--- src/rtl/alu_pkg.sv ---
// Shared types for the sequential ALU: opcode encoding and controller states.
package alu_pkg;

  typedef enum logic [2:0] {
    OP_ADD  = 3'b000,
    OP_SUB  = 3'b001,
    OP_NOR  = 3'b010,
    OP_LOAD = 3'b011,
    OP_SHL  = 3'b100,
    OP_SHR  = 3'b101,
    OP_MUL  = 3'b110,
    OP_NOP  = 3'b111
  } alu_op_t;

  typedef enum logic {
    ST_IDLE = 1'b0,
    ST_MUL  = 1'b1
  } alu_state_t;

endpackage

--- src/rtl/alu_mul_seq.sv ---
// Shift-add unsigned multiplier, one multiplier bit per cycle, WIDTH cycles total.
module alu_mul_seq #(
  parameter int WIDTH = 8
) (
  input  logic                 clk_i,
  input  logic                 rst_i,
  input  logic                 load_i,
  input  logic [WIDTH-1:0]     a_i,
  input  logic [WIDTH-1:0]     b_i,
  output logic                 busy_o,
  output logic [2*WIDTH-1:0]   product_o,
  output logic                 last_o
);

  localparam int CW = $clog2(WIDTH) + 1;
  localparam logic [CW-1:0] LAST_CNT = CW'(WIDTH - 1);

  logic [WIDTH-1:0]   mcand_q;
  logic [2*WIDTH-1:0] acc_q;
  logic [CW-1:0]      cnt_q;
  logic               busy_q;
  logic [WIDTH:0]     hi_sum;

  // Low half of acc starts as the multiplier and is consumed from bit 0 as the
  // partial product shifts in from the top.
  assign hi_sum    = {1'b0, acc_q[2*WIDTH-1:WIDTH]} + (acc_q[0] ? {1'b0, mcand_q} : '0);
  // Next accumulator value; on the last iteration this is the final product.
  assign product_o = {hi_sum, acc_q[WIDTH-1:1]};
  assign last_o    = busy_q && (cnt_q == LAST_CNT);
  assign busy_o    = busy_q;

  always_ff @(posedge clk_i or posedge rst_i) begin
    if (rst_i) begin
      mcand_q <= '0;
      acc_q   <= '0;
      cnt_q   <= '0;
      busy_q  <= 1'b0;
    end else if (load_i) begin
      mcand_q <= a_i;
      acc_q   <= {{WIDTH{1'b0}}, b_i};
      cnt_q   <= '0;
      busy_q  <= 1'b1;
    end else if (busy_q) begin
      acc_q <= product_o;
      cnt_q <= cnt_q + CW'(1);
      if (last_o) busy_q <= 1'b0;
    end
  end

endmodule

--- src/rtl/alu_seq.sv ---
// Registered ALU with start/ready/done handshake; single-cycle ops complete in
// IDLE, MUL hands off to the shift-add sub-block for WIDTH cycles.
module alu_seq
  import alu_pkg::*;
#(
  parameter int WIDTH = 8
) (
  input  logic             clk_i,
  input  logic             rst_i,
  input  logic             start_i,
  input  logic [2:0]       op_i,
  input  logic             use_carry_i,
  input  logic [WIDTH-1:0] a_i,
  input  logic [WIDTH-1:0] b_i,
  output logic             ready_o,
  output logic             done_o,
  output logic [WIDTH-1:0] result_o,
  output logic [WIDTH-1:0] result_hi_o,
  output logic             cout_o,
  output logic             zout_o
);

  alu_state_t         state_q, state_d;
  logic [WIDTH-1:0]   result_q, result_d, result_hi_q, result_hi_d;
  logic               cout_q, cout_d, zout_q, zout_d, done_q, done_d;
  logic               mul_load, mul_busy, mul_last;
  logic [2*WIDTH-1:0] mul_prod;
  logic [WIDTH:0]     add_sum, sub_diff;
  logic               cin;
  alu_op_t            op;

  assign op       = alu_op_t'(op_i);
  assign cin      = use_carry_i & cout_q;
  assign add_sum  = {1'b0, a_i} + {1'b0, b_i} + {{WIDTH{1'b0}}, cin};
  // Top bit of the widened difference is the borrow out.
  assign sub_diff = {1'b0, a_i} - {1'b0, b_i} - {{WIDTH{1'b0}}, cin};

  alu_mul_seq #(.WIDTH(WIDTH)) u_mul (
    .clk_i    (clk_i),
    .rst_i    (rst_i),
    .load_i   (mul_load),
    .a_i      (a_i),
    .b_i      (b_i),
    .busy_o   (mul_busy),
    .product_o(mul_prod),
    .last_o   (mul_last)
  );

  always_comb begin
    state_d     = state_q;
    result_d    = result_q;
    result_hi_d = result_hi_q;
    cout_d      = cout_q;
    zout_d      = zout_q;
    done_d      = 1'b0;
    mul_load    = 1'b0;
    unique case (state_q)
      ST_IDLE: begin
        if (start_i && op == OP_MUL) begin
          mul_load = 1'b1;
          state_d  = ST_MUL;
        end else if (start_i) begin
          done_d = 1'b1;
          case (op)
            OP_ADD:  {cout_d, result_d} = add_sum;
            OP_SUB:  {cout_d, result_d} = sub_diff;
            OP_NOR:  begin result_d = ~(a_i | b_i); cout_d = 1'b0; end
            OP_LOAD: result_d = a_i;
            OP_SHL:  begin result_d = {a_i[WIDTH-2:0], 1'b0}; cout_d = a_i[WIDTH-1]; end
            OP_SHR:  begin result_d = {1'b0, a_i[WIDTH-1:1]}; cout_d = a_i[0]; end
            default: ;
          endcase
          if (op != OP_NOP) begin
            result_hi_d = '0;
            zout_d      = (result_d == '0);
          end
        end
      end
      ST_MUL: begin
        if (mul_last) begin
          result_d    = mul_prod[WIDTH-1:0];
          result_hi_d = mul_prod[2*WIDTH-1:WIDTH];
          cout_d      = |mul_prod[2*WIDTH-1:WIDTH];
          zout_d      = (mul_prod == '0);
          done_d      = 1'b1;
          state_d     = ST_IDLE;
        end
      end
    endcase
  end

  always_ff @(posedge clk_i or posedge rst_i) begin
    if (rst_i) begin
      state_q     <= ST_IDLE;
      result_q    <= '0;
      result_hi_q <= '0;
      cout_q      <= 1'b0;
      zout_q      <= 1'b0;
      done_q      <= 1'b0;
    end else begin
      state_q     <= state_d;
      result_q    <= result_d;
      result_hi_q <= result_hi_d;
      cout_q      <= cout_d;
      zout_q      <= zout_d;
      done_q      <= done_d;
    end
  end

  assign ready_o     = (state_q == ST_IDLE) && !mul_busy;
  assign done_o      = done_q;
  assign result_o    = result_q;
  assign result_hi_o = result_hi_q;
  assign cout_o      = cout_q;
  assign zout_o      = zout_q;

endmodule

--- config.mk ---
export PLATFORM = sky130hd
export DESIGN_NAME = alu_seq
export DESIGN_NICKNAME = d
export VERILOG_FILES = /design/src/rtl/alu_pkg.sv /design/src/rtl/alu_mul_seq.sv /design/src/rtl/alu_seq.sv
export SDC_FILE = /design/constraint.sdc
export NUM_CORES = 1
export LEC_CHECK = 0
export ABC_CLOCK_PERIOD_IN_PS = 3310
export CORE_UTILIZATION = 45
export CTS_CLUSTER_DIAMETER = 80
export DETAILED_ROUTE_END_ITERATION = 16
export PLACE_DENSITY = 0.62
export SLEW_MARGIN = 0
export SYNTH_ARGS = -nofsm -noshare
export SYNTH_HDL_FRONTEND = slang
export SYNTH_SLANG_ARGS = --single-unit
--- constraint.sdc ---
create_clock -name clk_i -period 3.31 [get_ports clk_i]
set_clock_uncertainty 0.15 [all_clocks]
set_input_delay 0.993 -clock clk_i [delete_from_list [all_inputs] [get_ports clk_i]]
set_output_delay 0.993 -clock clk_i [all_outputs]
set_load 0.1 [all_outputs]
==> results of run 1 <==
## layout by cell type (no fill, tap or decap), types with 8 or more instances in the layout
cell	n
dfrtp_1	48
o21ai_0	31
clkdlybuf4s50_1	15
xnor2_1	12
and2_1	9
nand2_1	43
nor3_1	8
buf_4	85
inv_1	30
a21oi_1	10
nor2_1	30
ha_1	32
mux2i_1	19
nand3_1	9
## path summary, 6_finish.rpt
kind	startpoint	to	slack (ps)	depth (start not counted)
hold / removal	u_mul.mcand_q[3]	u_mul.mcand_q[3]	330	2
setup / recovery	a_i[4]	cout_o	70	13
setup reg to reg	u_mul.acc_q[0]	zout_o	230	10
max in group asynchronous	rst_i	u_mul.acc_q[11]	1600	3
min in group asynchronous	rst_i	u_mul.cnt_q[1]	870	2
hold reg to reg	u_mul.mcand_q[3]	u_mul.mcand_q[3]	330	2
## power breakdown
part	leakage [nW]	switching (mW)	total [mW]	internal (mW)
registers	0.607	0.230	1.11	0.879
logic	1.77	1.74	2.72	0.972
clock network	0.0374	0.206	0.355	0.149
total	2.42	2.18	4.18	2.00
## logic make-up after synthesis
group,Yosys count,share of synthesized area (%)
AOI/OAI and AO/OA,129,23.5
xor gates and xnor gates,15,3.36
adders and majority gates,43,14.7
buffers and inverters,57,5.56
DFF,49,31.3
muxes,21,5.72
and+or+nand+nor,131,15.9
## metrics by stage
| stage | area, µm² | setup slack [ps] | setup TNS, ps |
|---|---|---|---|
| final | 5200 | 65.8 | 0 |
| after global routing | 5200 | -19.9 | -59.0 |
| after CTS | 5060 | 9.42 | 0 |
| after detailed placement | 4870 | -652 | -4560 |
| after global placement | 4870 | -612 | -4220 |
| after floorplan | 3920 | 37.5 | 0 |
## worst max-delay path: stages
cell	delay, ps
clkdlybuf4s50_1	470
inv_1	80
buf_4	160
ha_1	180
inv_1	90
ha_4	190
nor3_4	50
a211oi_2	260
a21o_1	230
a2111oi_4	80
a41o_1	220
o2111ai_1	190
nand3_1	90
## registers in the layout, summed over array words and instances, names as in the netlist
signal / count
u_mul.busy_o: 1
u_mul.mcand_q: 8
cout_o: 1
zout_o: 1
result_o: 8
done_o: 1
u_mul.cnt_q: 4
u_mul.acc_q: 16
result_hi_o: 8
state_q: 1
## layout make-up
class                   count  area (µm²)  share of cell area, %
clock inverters             2        15.0                  0.289
inverters                  36         135                   2.60
well taps                 105         131                   2.53
clock buffers               6        72.6                   1.39
multi-input cells         339        2690                   51.7
flip-flops and latches     49        1230                   23.6
repair buffers            111         931                   17.9
## per-layer routing
layer	track usage (%)	vias up	routed length (µm)
met1	38.6	1780	5480
li1	-	1790	-
met3	3.35	15	417
met4	6.19	0	168
met5	0	-	0
met2	41.3	97	5370
## repair_timing
item                                    CTS  global route
buffers inserted                          1             2
pin swaps                                13            17
endpoints found under the setup margin    7             7
gates cloned                              0             0
resized for setup                        28            33
==> metrics.md, run 1 <==
| Metric | Value |
|---|---|
| Layout fillers | 695 |
| Max_cap viols | 0 |
| Data arrival time of the worst path | 3290 ps |
| Pwr/cell area | 803 mW/mm² |
| Sequential fraction of the synthesis area | 31.3% |
| Syn. warnings | 0 |
| First-pass GRT wire length | 18.2 mm |
| Drt initial violations | 192 |
| Layout Utilization | 62.7% |
| Max Fclk | 308 MHz |
| Fin crit share | 98.0% |
| Root Buffer Master | clkbuf_8 |
| Crit Path Category | primary input to flip-flop |
| Wire per inst | 17.6 µm |
| Hold Path Class | flip-flop to flip-flop |
| Num CTS Buffers | 5 |
| Finished Layout Cells | 648 |
| Worst Max-Slew Pin Slew | 526 ps |
| Die width | 95.3 µm |
| Initial antenna violation count | 0 |
| Most frequent cells after synthesis | dfrtp_1, nand2_1, ha_1 |
| Ys flop type | dfrtp_1 |
| CP startpoint kind | primary input |
| Cell count after synthesis | 445 |
| Synthesized net count | 511 |
| Avg Inst Size Synth | 8.80 µm² |
| Via count | 3682 |
| Required time of the critical path | 3360 ps |
| Syn Std Cell Area | 0.00392 mm² |
| Layout cells sized above 1 | 27.1% |
| Fin. max-slew vios | 0 |
| # DRC | 0 |
| Total power | 4.18 mW |
| GRT Overall Usage | 26.4% |
| Number of diodes | 0 |
| Final min period | 3240 ps |
| Dpl hpwl | 8.63 mm |
| Drt total wl | 11.4 mm |
| Routability congestion estimate from global placement | 0.864 |
| Reg clk slew, reported paths | 100 ps |
| Status | finished, final reports clean |
| GRT overflow | 0 |
| Synth top area share | 31.3% |
| Yosys reg bits | 49 |
| ANT nets after route | 0 |
| Ys async rst share | 100% |
| Die area | 0.00908 mm² |
| Final Hold Fails | 0 |
| Area growth syn-to-layout | 32.9% |
| Crit-path max FO | 3 |
| CP Capture Type | flip-flop |
| CTS max path bufs | 2 |
| I/O Buffers | 42 |
| Worst-skew pair later-pin latency | 310 ps |
| CTS H-tree lvls | 2 |
| LEAKAGE | 2.42 nW |
| Most frequent cell after synthesis | dfrtp_1 |
| Routed vias/inst | 5.68 |
| Synth area leader | dfrtp_1 |
| Final setup violating endpoints | 0 |
| Starting Density | 47.2% |
| EDFF count, synth | 0 |
| Drt pass-1 iters | 5 |
| Vias in the first global route | 3538 |
| CTS hold repair buffers | 0 |
| CTS tree | yes |
| Clock sink count | 49 |
| Nets@finish | 608 |
| CORE AREA | 0.00830 mm² |
| # rows | 33 |
| Fin Hold WS | 334 ps |
| RSZ-0062 raised after global routing | yes |
| Yosys cell types | 63 |
| Die H | 95.3 µm |
| Largest cells by area after synthesis | dfrtp_1, ha_1, mux2i_1, o21ai_0, nand2_1 |
| I/O pins | 43 |
| Placed cell count | 637 |
| Max transition margin | 64.7% |
| Worst ir drop on vdd | 415 µV |
| Largest net degree at the start of global routing | 29 |
No activity file was read; power rests on OpenSTA's default activity.
==> run 2: changes to the inputs <==
CORE_UTILIZATION = 55   (was 45)
PLACE_DENSITY = 0.74   (was 0.62)
==> run 2 against run 1 <==
Net effect: via count up 1.1%; critical path depth unchanged; highest routed layer unchanged; die area decreased by 18%; wire length fell by 4.0%; sequential power is essentially flat; register-to-register slack lost 30 ps; critical endpoint unchanged; global-route usage grew 3.6 points.
==> metrics.md, run 2 (same netlist as run 1, synthesis figures left out) <==
| Metric | Value |
|---|---|
| Status | finished, final reports clean |
| # rows | 30 (-9.1%) |
| CTS hold repair buffers | 0 (unchanged) |
| Fin. max-slew vios | 0 (unchanged) |
| Final Hold Fails | 0 (unchanged) |
| Crit-path most repeated cell | inv_2 |
| I/O pins | 43 (unchanged) |
| Hold Path Class | flip-flop to flip-flop |
| Slowest cell on the critical path | clkdlybuf4s50_1 |
| Layout cells sized above 1 | 28.2% (+1.1 points) |
| Wire per inst | 17.2 µm (-2.7%) |
| Largest reg by FF count | u_mul.acc_q |
| Fin crit share | 98.2% (+0.19 points) |
| CTS tree | yes |
| Dpl cell area | 0.00485 mm² (-0.44%) |
| # DRC | 0 (unchanged) |
| Total power | 4.27 mW (+2.1%) |
| Required time of the critical path | 3340 ps (-20 ps) |
| I/O Buffers | 42 (unchanged) |
| Num CTS Buffers | 5 (unchanged) |
| Routability congestion estimate from global placement | 0.974 (+13%) |
| CP top delay family | compound AO/OA/AOI/OAI gates |
| Largest net degree at the start of global routing | 25 (-14%) |
| FF/Latch Area | 0.00123 mm² (unchanged) |
| CORE AREA | 0.00683 mm² (-18%) |
| Drt pass-1 iters | 5 (unchanged) |
| Reg clk slew, reported paths | 90 ps (about the same) |
| Max transition margin | 54.9% (-9.7 points) |
| GRT overflow | 0 (unchanged) |
| CTS H-tree lvls | 2 (unchanged) |
| Vias in the first global route | 3637 (+2.8%) |
| Initial antenna violation count | 0 (unchanged) |
| Starting Density | 57.3% (+10 points) |
| Layout fillers | 539 (-22%) |
| Max Fclk | 308 MHz (-0.19%) |
| CP startpoint kind | primary input |
| CTS max path bufs | 2 (unchanged) |
| Number of diodes | 0 (unchanged) |
| Area growth syn-to-layout | 32.7% |
| Commonest non-fill, non-tap cell in the layout | buf_4 |
| LEAKAGE | 2.41 nW (-0.39%) |
| Area of the multi-input gates | 0.00271 mm² (+0.70%) |
| Largest register FFs | 16 (unchanged) |
| ANT nets after route | 0 (unchanged) |
| Max_cap viols | 0 (unchanged) |
| WP buf/inv | 4 (unchanged) |
| Nets@finish | 608 (unchanged) |
| Final min period | 3250 ps (+6.29 ps) |
| Commonest cells after routing, fill and taps aside | buf_4, dfrtp_1, nand2_1 |
| Die H | 86.4 µm (-9.3%) |
| Largest stage delay on the critical path | 500 ps (+30 ps) |
| Crit-path cells | clkdlybuf4s50_1, inv_2, buf_4, ha_1, inv_2, ha_4, nor3_4, a211oi_2, a21o_1, a2111oi_2, a41o_1, o2111ai_1, nand3_1 |
| Crit-path max FO | 3 (unchanged) |
| Die area | 0.00746 mm² (-18%) |
| Pwr/cell area | 822 mW/mm² (+2.3%) |
| Via count | 3724 (+1.1%) |
| Worst-skew pair later-pin latency | 300 ps (about the same) |
| Drt total wl | 11.0 mm (-4.0%) |
| Final setup violating endpoints | 0 (unchanged) |
| Root Buffer Master | clkbuf_8 |
| Design area | 0.00519 mm² (-0.14%) |
| Worst ir drop on vdd | 534 µV (+29%) |
| Crit Path Category | primary input to flip-flop |
| GRT Overall Usage | 30.1% (+3.6 points) |
| Die width | 86.4 µm (-9.3%) |
| First-pass GRT wire length | 17.2 mm (-5.8%) |
| Routed vias/inst | 5.83 (+2.6%) |
| Worst Max-Slew Pin Slew | 676 ps (+150 ps) |
| Drt initial violations | 249 (+30%) |
| CP Capture Type | flip-flop |
| Data arrival time of the worst path | 3280 ps (about the same) |
| Dpl hpwl | 8.48 mm (-1.8%) |
| Clock sink count | 49 (unchanged) |
run 2: cell types whose count changed in the layout (fill, tap and decap cells not counted), sizes merged:
cell / previous run / this run
buf: 90 / 89
dlymetal6s2s: 4 / 2
bufinv: 0 / 1
clkinvlp: 2 / 0
clkbuf: 8 / 9
dlygate4sd2: 0 / 2
clkinv: 0 / 1
run 2: final cells by class:
cell class / count / area share, %
Clock buffer: 6 / 1.40
Clock inverter: 2 / 0.747
Inverter: 36 / 2.60
Multi-Input combinational cell: 339 / 52.1
Sequential cell: 49 / 23.6
Tap cell: 96 / 2.31
Timing Repair Buffer: 111 / 17.2
run 2: per-stage QoR:
stage / setup TNS, ps / cells / hold WS (ps) / util (%) / setup slack [ps]
floorplan: 0 / 445 / 292 / - / 37.5
global placement: -4590 / 630 / 302 / 71.0 / -622
detailed placement: -5060 / 630 / 312 / 71.0 / -707
CTS: -1.27 / 639 / 331 / 74.5 / -1.27
global route: -123 / 639 / 344 / 76.0 / -61.8
finish: 0 / 639 / 326 / 76.0 / 59.5
run 2: routing by layer:
| metal | vias to the layer above | share of wire (%) | GRT usage [%] |
|---|---|---|---|
| met5 | - | 0 | 0 |
| met4 | 0 | 4.3 | 15.9 |
| met3 | 36 | 4.0 | 3.62 |
| met2 | 119 | 52 | 56.9 |
| met1 | 1779 | 40 | 32.6 |
| li1 | 1790 | - | - |
run 2: repair_timing:
action                     in CTS  in global routing
setup endpoints to repair       7                  7
gates resized for setup        35                 31
setup buffers                   1                  1
pin swaps                      15                 28
run 2: path summary, 6_finish.rpt:
kind	from	end	slack [ps]	cells after the start
max	a_i[4]	cout_o	60	13
min	u_mul.mcand_q[6]	u_mul.mcand_q[6]	330	2
max reg2reg	u_mul.acc_q[0]	zout_o	200	10
min reg2reg	u_mul.mcand_q[6]	u_mul.mcand_q[6]	330	2
max in group asynchronous	rst_i	u_mul.acc_q[9]	1550	3
min in group asynchronous	rst_i	u_mul.acc_q[4]	880	2
run 2: power by group:
part / switching [mW] / total, mW / internal (mW)
combinational: 1.74 / 2.70 / 0.964
clock: 0.199 / 0.426 / 0.227
sequential: 0.265 / 1.14 / 0.879
run 2: worst reg2reg max path: stages (launching register included):
cell       delay, ps
dfrtp_1          380
and2_1           160
ha_1             260
fa_1             490
a211oi_2         240
o21ai_1          110
a211o_1          340
a2111oi_4        360
o211ai_1         200
o31a_1           330
o21ai_2           60
